--- src/rtl/pipe_pkg.sv ---
// Shared pipeline definitions: write-back source codes, the hardwired-zero
// register index and the default performance-counter width.
package pipe_pkg;

    localparam int CNT_W_DEF = 32;

    typedef enum logic [1:0] {
        WB_ALU  = 2'd0,
        WB_MEM  = 2'd1,
        WB_IMM  = 2'd2,
        WB_LINK = 2'd3
    } wb_sel_e;

    localparam logic [4:0] REG_ZERO = 5'd0;

endpackage

--- src/rtl/perf_counter.sv ---
// Free-running enable counter with synchronous clear; wraps modulo 2^W.
module perf_counter #(
    parameter int W = 32
) (
    input  logic         clk,
    input  logic         clr,
    input  logic         en,
    output logic [W-1:0] cnt
);

    logic [W-1:0] r_cnt;

    always_ff @(posedge clk) begin
        if (clr) begin
            r_cnt <= '0;
        end else if (en) begin
            r_cnt <= r_cnt + W'(1);
        end
    end

    assign cnt = r_cnt;

endmodule

--- src/rtl/stage_wb.sv ---
// Write-back stage: MEM/WB pipeline register, register-file write port,
// one-deep last-write shadow and retire/stall performance counters.
module stage_wb
    import pipe_pkg::*;
#(
    parameter int         CNT_W    = CNT_W_DEF,
    parameter logic [1:0] LINK_SEL = 2'd3
) (
    input  logic             clk,
    input  logic             rst,
    input  logic             valid_MEM,
    input  logic [31:0]      ALUres_MEM,
    input  logic [31:0]      MemRd,
    input  logic [31:0]      ExtImm_MEM,
    input  logic [31:0]      PC8_MEM,
    input  logic             RegWrite_MEM,
    input  logic [1:0]       MemtoReg_MEM,
    input  logic [4:0]       WriteReg_MEM,
    input  logic             mem_stall,
    input  logic             flush,
    output logic             valid_WB,
    output logic [31:0]      ALUres_WB,
    output logic [31:0]      MemRd_WB,
    output logic [31:0]      ExtImm_WB,
    output logic             RegWrite_WB,
    output logic [4:0]       WriteReg_WB,
    output logic [1:0]       MemtoReg_WB,
    output logic             RegWe,
    output logic [4:0]       RegWa,
    output logic [31:0]      RegWd,
    output logic             Last_we,
    output logic [4:0]       Last_wa,
    output logic [31:0]      Last_wd,
    output logic [CNT_W-1:0] retire_cnt,
    output logic [CNT_W-1:0] stall_cnt
);

    logic        r_valid;
    logic [31:0] r_alu;
    logic [31:0] r_memrd;
    logic [31:0] r_imm;
    logic [31:0] r_pc8;
    logic        r_regwrite;
    logic [1:0]  r_sel;
    logic [4:0]  r_wr;
    logic        r_last_we;
    logic [4:0]  r_last_wa;
    logic [31:0] r_last_wd;

    logic        w_capture;
    logic        w_retire;
    logic        w_we;
    logic [31:0] w_wd;

    // A stalled instruction is only taken on the edge where the stall drops,
    // so it enters WB exactly once; MemRd is ignored while stalled.
    assign w_capture = !flush && !mem_stall;
    assign w_retire  = w_capture && valid_MEM;

    always_ff @(posedge clk) begin
        if (rst) begin
            r_valid    <= 1'b0;
            r_alu      <= '0;
            r_memrd    <= '0;
            r_imm      <= '0;
            r_pc8      <= '0;
            r_regwrite <= 1'b0;
            r_sel      <= '0;
            r_wr       <= '0;
            r_last_we  <= 1'b0;
            r_last_wa  <= '0;
            r_last_wd  <= '0;
        end else begin
            r_valid   <= w_retire;
            r_last_we <= w_we;
            r_last_wa <= r_wr;
            r_last_wd <= w_wd;
            if (w_capture) begin
                r_alu      <= ALUres_MEM;
                r_memrd    <= MemRd;
                r_imm      <= ExtImm_MEM;
                r_pc8      <= PC8_MEM;
                r_regwrite <= RegWrite_MEM;
                r_sel      <= MemtoReg_MEM;
                r_wr       <= WriteReg_MEM;
            end
        end
    end

    always_comb begin
        w_wd = r_alu;
        if (r_sel == LINK_SEL) begin
            w_wd = r_pc8;
        end else begin
            case (r_sel)
                WB_MEM:  w_wd = r_memrd;
                WB_IMM:  w_wd = r_imm;
                WB_LINK: w_wd = r_pc8;
                default: w_wd = r_alu;
            endcase
        end
    end

    assign w_we = r_valid && r_regwrite && (r_wr != REG_ZERO);

    perf_counter #(.W(CNT_W)) u_retire_cnt (
        .clk (clk),
        .clr (rst),
        .en  (w_retire),
        .cnt (retire_cnt)
    );

    perf_counter #(.W(CNT_W)) u_stall_cnt (
        .clk (clk),
        .clr (rst),
        .en  (mem_stall),
        .cnt (stall_cnt)
    );

    assign valid_WB    = r_valid;
    assign ALUres_WB   = r_alu;
    assign MemRd_WB    = r_memrd;
    assign ExtImm_WB   = r_imm;
    assign RegWrite_WB = r_regwrite && r_valid;
    assign WriteReg_WB = r_wr;
    assign MemtoReg_WB = r_sel;
    assign RegWe       = w_we;
    assign RegWa       = r_wr;
    assign RegWd       = w_wd;
    assign Last_we     = r_last_we;
    assign Last_wa     = r_last_wa;
    assign Last_wd     = r_last_wd;

endmodule

--- config.mk ---
export PLATFORM = sky130hd
export DESIGN_NAME = stage_wb
export DESIGN_NICKNAME = d
export VERILOG_FILES = /design/src/rtl/pipe_pkg.sv /design/src/rtl/perf_counter.sv /design/src/rtl/stage_wb.sv
export SDC_FILE = /design/constraint.sdc
export NUM_CORES = 1
export LEC_CHECK = 0
export BUFFER_PORTS_ARGS = -buffer_cell sky130_fd_sc_hd__buf_2
export CAP_MARGIN = 20
export CORE_AREA = 2 2 149 151
export DETAILED_ROUTE_END_ITERATION = 12
export DIE_AREA = 0 0 151 153
export PLACE_DENSITY = 0.77
export SLEW_MARGIN = 40
export SYNTH_ARGS = -nofsm -noshare
export SYNTH_HDL_FRONTEND = slang
export SYNTH_SLANG_ARGS = --single-unit
--- constraint.sdc ---
create_clock -name clk -period 2.4 [get_ports clk]
set_input_delay 0.12 -clock clk [delete_from_list [all_inputs] [get_ports clk]]
set_output_delay 0.12 -clock clk [all_outputs]
set_load 0.05 [all_outputs]
; Word-level counts from Yosys, hierarchy flattened
; Cells that the tools add are included.
[word_totals]
ff_bits = 239
inputBits = 141
output_inout_bits = 245
wordCells = 27
[classes]
addsub = 2
eq_ne = 3
mux = 2
n_reduce_logical = 7
[ops]
columns = cell, n
row1 = 32-bit by 1-bit adder with 32-bit output (second input constant), 2
row2 = 32-bit one-hot mux with 2 select lines, 1
row3 = 32-bit 2-to-1 mux, 1
row4 = 5-bit nonzero test, 1
row5 = 2-bit == test (second input constant), 2
row6 = 1-bit logical AND, 4
row7 = 2-bit by 1-bit == test with 1-bit output (second input constant), 1
row8 = 1-bit logical NOT, 2

; Depth between registers and ports, before layout
; Gate-level depths: netlist of the first run.
[logic_depth]
word_depth = 3
ltp_mapped = 7
ltp_nobuf = 5

; Modules after synthesis
; A second synthesis of the first run with hierarchy kept.
[hier_totals]
hier_cells = 1198
area_unflattened_um2 = 10103.4
[modules_own_cells]
columns = module, instances, cells_per_inst, area_each_um2, seq_area_each_um2
row1 = stage_wb, 1, 836, 6975.4, 3503.4
row2 = perf_counter, 2, 181, 1564.0, 640.6

; Least setup slack after synthesis of the first run
; Ideal clock, no wire load.
[synth_timing]
path_kind = register to register
startpoint = reg r_sel[0] (netlist: MemtoReg_WB[0])
endpoint = reg r_last_wd[10] (netlist: Last_wd[10])
setup_time_ns = 0.070
arrival_time_ns = 3.090
required_time_ns = 2.330
slack_ns = -0.760
stages_incl_launch_ff = 8
n_path_buf = 2
period_less_slack_ns = 3.160
path_cell_list = dfxtp_1 -> inv_1 -> ha_1 -> clkbuf_1 -> clkbuf_1 -> a221oi_1 -> o31ai_1 -> nor2b_1
[synth_between]
elab_chain_cells = 3
elab_cells_between_ends = 5
cone_classes = 3 x eq/ne / 2 x mux
[synth_lines]
columns = element, line_no
row1 = from (decl), stage_wb.sv:44  ; logic [1:0] r_sel;
row2 = from (signal assigned), stage_wb.sv:84  ; r_sel <= MemtoReg_MEM;
row3 = 2-bit == test / 2-bit by 1-bit == test with 1-bit output (equally long branches), stage_wb.sv:95  ; case (r_sel)
row4 = 32-bit one-hot mux with 2 select lines, stage_wb.sv:95
row5 = 32-bit 2-to-1 mux (*), stage_wb.sv:92  ; if (r_sel == LINK_SEL) begin
row6 = net RegWd[10], stage_wb.sv:30  ; output logic [31:0] RegWd,
row7 = to (signal assigned), stage_wb.sv:77  ; r_last_wd <= w_wd;
row8 = to (decl), stage_wb.sv:48  ; logic [31:0] r_last_wd;
; Mark *: on every way through the listed nets, which the timed path passes. The rest lies on a longest branch.
; A chain may end at the register's enable or synchronous reset.

; Final worst setup path of the first run
[layout_timing]
startpoint = reg r_sel[0] (netlist: MemtoReg_WB[0])
endpoint = out RegWd[14]
[layout_between]
elab_chain_cells = 3
elab_cells_between_ends = 5
cone_classes = 3 x eq/ne / 2 x mux
[layout_lines]
columns = element, line_no
row1 = 2-bit == test / 2-bit by 1-bit == test with 1-bit output (equally long branches), stage_wb.sv:95
row2 = 32-bit one-hot mux with 2 select lines, stage_wb.sv:95
row3 = 32-bit 2-to-1 mux (*), stage_wb.sv:92
row4 = to (decl), stage_wb.sv:30
; Every way passes the cells marked *; elsewhere a longest branch is shown, timed or not.

==> flow_summary.ini, run 1 <==
[floorplanning]
core_area_um2 = 21490
die_height_um = 153
num_io_pins = 386
fp-row-count = 54
die-width_um = 151
die_area_um2 = 23100
start_util_pct = 45.25

[power]
total_power_w = 0.01042
p_per_area_nw_per_um2 = 698.8
cellLeakagePower_nw = 6.391
p_comb_share_pct = 19.4
seq_power_share_pct = 40.7
p_sw_share_pct = 29.98
p_int_w = 0.007298
p_clk_share_pct = 39.9
vdd_drop_max_uv = 560.7
p_switching_w = 0.003126

[clock_network]
htreeDepth = 1
numCtsBuffers = 26
clkLatencyLatePin_ns = 0.52
clk_pin_slew_worst_paths_ns = 0.06
clock-sinks = 239
cts_tree = done
cts-root-buf = clkbuf_16
clockBufferDepth = 3

[global_route]
gr-max-usage-layer = met2
grtUsageTotal_pct = 29.39
grt_pass1_wl_um = 55150
antenna_found_initial = 2
grt_max_degree = 95
grtUsageMet1_pct = 34.88
first_global_vias = 10477
grt_overflow = 0
use_met3_pct = 7.104
grt_use_met2_pct = 48.83

[final_layout]
final_core_util_pct = 69.43
most-common-layout-cells = buf_2, nand2_1, dfxtp_1
design_area_um2 = 14920
nets = 1822
drive_gt1_share_pct = 31.19
final_common_cell = buf_2
area_growth_pct = 53.42

[setup_path]
critPathRequiredTime_ns = 2.28
crit_path_max_fanout = 14
critPathKind = reg2out
cp_slowest_stage_delay_ns = 0.36
ff2ff_path_depth = 5
cp_slowest_cell = dfxtp_2
r2r_slack_ns = 0.22
critPathLaunchType = flip-flop
cp.arrival_ns = 2.29
worstPathCellList = inv_1 -> ha_4 -> buf_8 -> a221oi_2 -> o31ai_4 -> buf_6
crit_path_end_kind = primary output

[drt]
drt_iter0_markers = 828
dr.pass1.iters = 6
via_per_inst = 5.592
detail-route-antenna-nets = 0
totalWireLength_um = 37290
wl_per_cell_um = 18.85
drc_errors = 0
vias = 11060

[timing]
min_period_over_period_pct = 100.2
tightest_slew_ns = 0.6535
timing.fmax_ghz = 0.4158
fin_ws_ns = -0.005189
fin_skew_ns = 0.007796
layout_min_cycle_time_ns = 2.405
slew_headroom_pct = 56.43
setup_violations = 2
finalHoldViolCount = 0
rsz0062_at_grt = true
slew_violations = 0

[synth]
ys.flop_type = dfxtp_1
synth_top_area_share_pct = 49.21
synth-edff-count = 0
synth_cells = 1197
ys_seq_area_share_pct = 49.21
ys_warn_count = 0
syn-cell-area_um2 = 9723
yosys.area.top_type = dfxtp_1
avgSynthCellArea_um2 = 8.123
synthArstFlopShare_pct = 0
ys_types = 33
ys_ff_latch = 239
yosys-top-cells-area = dfxtp_1, nand2_1, a21oi_1
syn_nets = 1343

[placed_design]
post_dp_cell_area_um2 = 12350
gp_congestion = 0.8593
io_buffers = 385
hpwl_um = 21390

[run]
drv_cap = 0

[run_status]
status = complete, but fails checks
violations = setup timing

[hold_path]
hold_path_class = in2reg
min_path_cells = 3
[per-stage QoR]
stage / std cells / setup TNS [ns] / setup WS (ns) / hold slack [ns]
finish: 1978 / -0.007520 / -0.005189 / 0.05012
global route: 1978 / -0.2748 / -0.05716 / 0.06101
CTS: 1975 / -0.5906 / -0.07089 / 0.03475
detailed placement: 1790 / 0 / 0.2484 / 0.3656
global placement: 1790 / 0 / 0.2803 / 0.3616
floorplan: 1197 / -0.7423 / -0.03712 / 0.2485
[logic make-up after synthesis]
kind of cell / Yosys count / share of synthesized area [%]
simple gates: 554 / 26.57
compound gates: 262 / 16.03
flops: 239 / 49.21
buf+inv: 104 / 4.324
xor+xnor: 23 / 2.072
mux: 10 / 1.145
fa+ha+maj: 5 / 0.6434
[layout make-up]
| type | count | area, um2 |
|---|---|---|
| Sequential cell | 239 | 4787 |
| Tap cell | 280 | 350.3 |
| Clock inverter | 10 | 125.1 |
| Antenna cell | 2 | 5.005 |
| Inverter | 11 | 41.29 |
| Timing Repair Buffer | 544 | 3651 |
| Clock buffer | 38 | 757.0 |
| Fill cell | 1563 | 6569 |
| Multi-Input combinational cell | 854 | 5200 |
[critical path: cells and delay by family (launching register included)]
family                     cells  cell delay [ns]
buffers and inverters          3             0.58
AOI/OAI and AO/OA              2             0.46
DFF                            1             0.36
adders and majority gates      1             0.35
[registers in the layout, indices dropped and copies added, names as in the netlist, 5 cells and up]
register          flops
ALUres_WB            32
ExtImm_WB            32
Last_wd              32
MemRd_WB             32
r_pc8                32
u_retire_cnt.cnt     32
u_stall_cnt.cnt      32
Last_wa               5
RegWa                 5
[layer usage]
| layer | up-vias | routed length [um] |
|---|---|---|
| li1 | 5060 | - |
| met1 | 5144 | 13580 |
| met2 | 688 | 17900 |
| met3 | 168 | 3699 |
| met4 | 0 | 2115 |
| met5 | - | 0 |
[cell usage after synthesis, types with 5 or more instances]
library cell	count
buf_1	5
nor2_1	35
dfxtp_1	239
xor2_1	8
buf_4	5
nand2_1	326
inv_1	11
nor4_1	7
or3_1	13
xnor2_1	15
and4_1	5
a21oi_1	167
nor2b_1	79
nand3_1	25
mux2_2	9
or4_1	24
a221oi_1	32
ha_1	5
nor3_1	14
o21ai_0	12
nand4_1	14
clkbuf_1	79
o31ai_1	50
[what timing repair did]
action,4_1_cts,5_1_grt
hold buffers,137,0
endpoints found under the setup margin,32,31
setup buffers,0,1
cloned,0,0
gates resized for setup,13,52
hold endpoints to repair,138,0
[path summary, 6_finish.rpt]
| kind | end | from |
|---|---|---|
| max | RegWd[14] | MemtoReg_WB[0] |
| min | u_stall_cnt.cnt[1] | mem_stall |
| max reg2reg | u_retire_cnt.cnt[30] | u_retire_cnt.cnt[0] |
| min reg2reg | r_pc8[0] | r_pc8[0] |
[power by group through the flow]
stage	combinational (W)	clock (W)	sequential [W]
global route	0.00211	0.00436	0.00425
floorplan	0.000808	0	0.00473
CTS	0.00191	0.00419	0.00422
finish	0.00202	0.00416	0.00424
detailed placement	0.00171	0	0.00431
global placement	0.00170	0	0.00430
(Power assumes the default switching activity.)
==> run 2, diff against run 1 <==
Settings changed: GPL_ROUTABILITY_DRIVEN from default to 1, MAX_ROUTING_LAYER from default to met4, SKIP_CTS_REPAIR_TIMING from default to 1.
==> flow_summary.ini, run 2 (synthesized netlist as in run 1, its figures left out) <==
[run_status]
status = complete, but fails checks
violations = setup timing

[placed_design]
post_dp_cell_area_um2 = 12350
place_ws_ns = 0.2484
hpwl_um = 21390
io_buffers = 385
gp_congestion = 0.8731

[floorplanning]
die_height_um = 153
core_area_um2 = 21490
fp-row-count = 54
start_util_pct = 45.25
die_area_um2 = 23100
num_io_pins = 386
die-width_um = 151

[setup_path]
crit_cells = 6
crit_path_max_fanout = 44
cp_slowest_stage_delay_ns = 0.39
rr_startpoint = u_retire_cnt.cnt[0]
r2r_slack_ns = 0.22
crit-reg2reg-capture = u_retire_cnt.cnt[30]
cp.arrival_ns = 2.31
ff2ff_path_depth = 5
crit_path_end_kind = primary output
critPathKind = reg2out
critPathLaunchType = flip-flop
crit_end = RegWd[21]
cp_top_family = buffers and inverters
cp_slowest_cell = dfxtp_2
critPathRequiredTime_ns = 2.28
cp_num_buf_inv = 3
startpoint = MemtoReg_WB[0]
worstPathCellList = inv_1 -> ha_4 -> buf_8 -> nor2b_1 -> o31ai_4 -> clkbuf_4

[timing]
fin_hold_ws_ns = 0.04584
tightest_slew_ns = 0.6594
rsz0062_at_grt = true
slew_violations = 0
slew_headroom_pct = 56.04
setup_violations = 1
fin_skew_ns = 0.01108
min_period_over_period_pct = 101.3
fin_ws_ns = -0.03019
timing.fmax_ghz = 0.4115
finalHoldViolCount = 0
layout_min_cycle_time_ns = 2.430

[global_route]
grt_pass1_wl_um = 46980
first_global_vias = 8866
grtUsageMet1_pct = 32.67
grtUsageTotal_pct = 25.70
gr-max-usage-layer = met2
grt_use_met2_pct = 41.34
antenna_found_initial = 0
grt_max_degree = 95
use_met3_pct = 5.164
grt_overflow = 0

[drt]
wl_per_cell_um = 18.27
vias = 10961
totalWireLength_um = 36210
drt_iter0_markers = 745
drc_errors = 0
via_per_inst = 5.530
dr.pass1.iters = 7
detail-route-antenna-nets = 0

[final_layout]
design_area_um2 = 14910
drive_gt1_share_pct = 31.14
multiInputGateArea_um2 = 5161
antenna_cells = 0
area_growth_pct = 53.37
ff_latch_area_um2 = 4787
fillers = 1535
most-common-layout-cells = buf_2, nand2_1, dfxtp_1
nets = 1828
final_common_cell = buf_2

[clock_network]
clock-sinks = 239
clkLatencyLatePin_ns = 0.52
clockBufferDepth = 3
htreeDepth = 1
clk_pin_slew_worst_paths_ns = 0.06
cts_tree = done
numCtsBuffers = 26
cts-root-buf = clkbuf_16

[hold_path]
hold_path_class = in2reg
min_from = mem_stall

[run]
drv_cap = 0

[power]
p_per_area_nw_per_um2 = 696.4
cellLeakagePower_nw = 6.392
total_power_w = 0.01038
vdd_drop_max_uv = 560.8
## run 2: final cells by class
| cell class | count | area share [%] |
|---|---|---|
| clock buffer | 38 | 5.076 |
| clock inverter | 10 | 0.8391 |
| inverter | 11 | 0.2769 |
| multi-input combinational | 854 | 34.61 |
| sequential | 239 | 32.10 |
| tap | 280 | 2.349 |
| timing repair buffer | 550 | 24.74 |
## run 2: how the worst min path moves through the flow
stage                         endpoint  slack, ns  cells after the start
global placement              r_pc8[2]       0.36                      3
CTS                       ALUres_WB[2]      -0.19                      3
detailed placement         MemRd_WB[5]       0.37                      3
global route        u_stall_cnt.cnt[0]       0.06                      3
floorplan               MemtoReg_WB[0]       0.25                      2
finish              u_stall_cnt.cnt[1]       0.05                      3
## run 2: per-stage QoR
stage               TNS [ns]  cells  utilization (%)
floorplan            -0.7423   1197                -
detailed placement         0   1790            57.50
CTS                   -4.781   1838            61.61
global route         -0.7292   1982            69.40
finish              -0.03019   1982            69.40
global placement           0   1790            57.50
## run 2: where the power goes
group | switching (W) | internal, W | total (W)
logic | 0.00133 | 0.000672 | 0.00200
registers | 0.000121 | 0.00412 | 0.00424
clock network | 0.00164 | 0.00250 | 0.00414
## run 2: layer usage
layer	wire, um	vias to the layer above
li1	-	5074
met1	13800	5147
met2	17580	595
met3	3118	145
met4	1711	0
met5	0	-
## run 2: tightest hold or removal path: stages
cell     delay (ns)
buf_2          0.18
mux2i_1        0.15
nor2_1         0.08
==> run 3, diff against run 2 <==
Settings changed: CAP_MARGIN 20 to default, CELL_PAD_IN_SITES_DETAIL_PLACEMENT from default to 1, CELL_PAD_IN_SITES_GLOBAL_PLACEMENT from default to 2, CORE_AREA 2 2 149 151 to default, CORE_UTILIZATION from default to 27, DIE_AREA 0 0 151 153 to default, PLACE_DENSITY 0.77 to 0.83, SKIP_CTS_REPAIR_TIMING 1 to default.
==> flow_summary.ini, run 3 (synthesized netlist as in run 1, its figures left out) <==
[timing]
setup_violations = 0
tns_ns = 0
tightest_slew_ns = 0.7912
layout_min_cycle_time_ns = 2.376
timing.fmax_ghz = 0.4208
min_period_over_period_pct = 99.02
fin_skew_ns = 0.02035
slew_violations = 0
finalHoldViolCount = 0
rsz0062_at_grt = true
slew_headroom_pct = 47.13

[floorplanning]
start_util_pct = 27.40
core_area_um2 = 35480
num_io_pins = 386
die_height_um = 191.8
die-width_um = 191.8
die_area_um2 = 36770
fp-row-count = 69

[drt]
via_per_inst = 4.858
drc_errors = 0
vias = 10610
dr.pass1.iters = 4
totalWireLength_um = 40140
wl_per_cell_um = 18.38
drt_iter0_markers = 343
detail-route-antenna-nets = 0

[final_layout]
most-common-layout-cells = buf_2, nand2_1, dfxtp_1
design_area_um2 = 15560
area_growth_pct = 60.08
final_common_cell = buf_2
nets = 1843
fillers = 4209
drive_gt1_share_pct = 32.75

[clock_network]
cts_tree = done
clock-sinks = 239
clkLatencyLatePin_ns = 0.58
cts-root-buf = clkbuf_16
clockBufferDepth = 3
numCtsBuffers = 29
clk_pin_slew_worst_paths_ns = 0.06
htreeDepth = 1

[setup_path]
cp.arrival_ns = 2.26
crit-reg2reg-capture = u_retire_cnt.cnt[30]
critPathRequiredTime_ns = 2.28
crit_path_end_kind = primary output
critPathKind = reg2out
rr_startpoint = u_retire_cnt.cnt[0]
r2r_slack_ns = 0.14
ff2ff_path_depth = 5
crit_path_max_fanout = 41
critPathLaunchType = flip-flop

[global_route]
grt_max_degree = 85
grt_overflow = 0
first_global_vias = 10717
grtUsageTotal_pct = 21.21
grt_pass1_wl_um = 59860
antenna_found_initial = 4

[hold_path]
hold_end = r_pc8[0]
min_from = flush
min_path_cells = 4
hold_path_class = in2reg

[placed_design]
gp_congestion = 0.8646
post_dp_cell_area_um2 = 12740
io_buffers = 385
hpwl_um = 26230

[power]
cellLeakagePower_nw = 6.597
vdd_drop_max_uv = 611.3
total_power_w = 0.01072
p_per_area_nw_per_um2 = 688.7

[run_status]
status = finished, final reports clean

[run]
drv_cap = 0
[run 3: timing repair]
action | 4_1_cts | 5_1_grt
pin swaps | 1 | 2
endpoints found under the hold margin | 142 | 0
setup endpoints to repair | 32 | 20
hold buffers | 138 | 0
gates resized for setup | 76 | 27
buffers inserted | 3 | 0
[run 3: how the worst max path moves through the flow]
stage | from | endpoint | slack (ns)
6_report | MemtoReg_WB[0] | RegWd[29] | 0.02
5_1_grt | MemtoReg_WB[0] | RegWd[29] | -0.02
4_1_cts | MemtoReg_WB[0] | RegWd[31] | 0.002
3_5_place_dp | u_retire_cnt.cnt[0] | u_retire_cnt.cnt[26] | 0.16
3_3_place_gp | u_retire_cnt.cnt[0] | u_retire_cnt.cnt[28] | 0.19
2_1_floorplan | MemtoReg_WB[1] | Last_wd[17] | -0.04
[run 3: area by class of cell]
type	instances	area [um2]	area share, %
diodes	4	10.01	0.06431
clock inverters	6	47.55	0.3055
multi-input cells	854	5254	33.75
well taps	461	576.8	3.706
repair buffers	562	3933	25.27
inverters	11	41.29	0.2653
flip-flops and latches	239	4790	30.77
clock buffers	47	913.4	5.868
[run 3: where the power goes]
part / switching [W] / internal (W) / leakage [nW]
logic: 0.00134 / 0.000736 / 4.17
clock network: 0.00181 / 0.00259 / 0.476
registers: 0.000120 / 0.00412 / 1.95
[run 3: worst max-delay path: stages, from the launching register on]
cell and delay (ns):
dfxtp_4 0.39, inv_1 0.08, ha_4 0.28, buf_16 0.18
nor2b_2 0.22, o31ai_4 0.28, buf_6 0.20
[run 3: routing by layer]
metal  up-vias  GRT usage, %  share of wire [%]
li1       5116             -                  -
met1      5080         25.81                 43
met2       326         34.91                 48
met3        88         4.458                6.1
met4         0         6.654                3.0
met5         -             -                  0
[run 3: per-stage QoR]
step                util, %  setup slack (ns)  std cells  hold WS, ns
CTS                   43.57          0.001726       2180      0.01792
global route          43.87          -0.01626       2184      0.04923
finish                43.87           0.02359       2184      0.05061
global placement      35.91            0.1884       1986       0.3609
detailed placement    35.91            0.1563       1986       0.3673
floorplan                 -          -0.03712       1197       0.2485
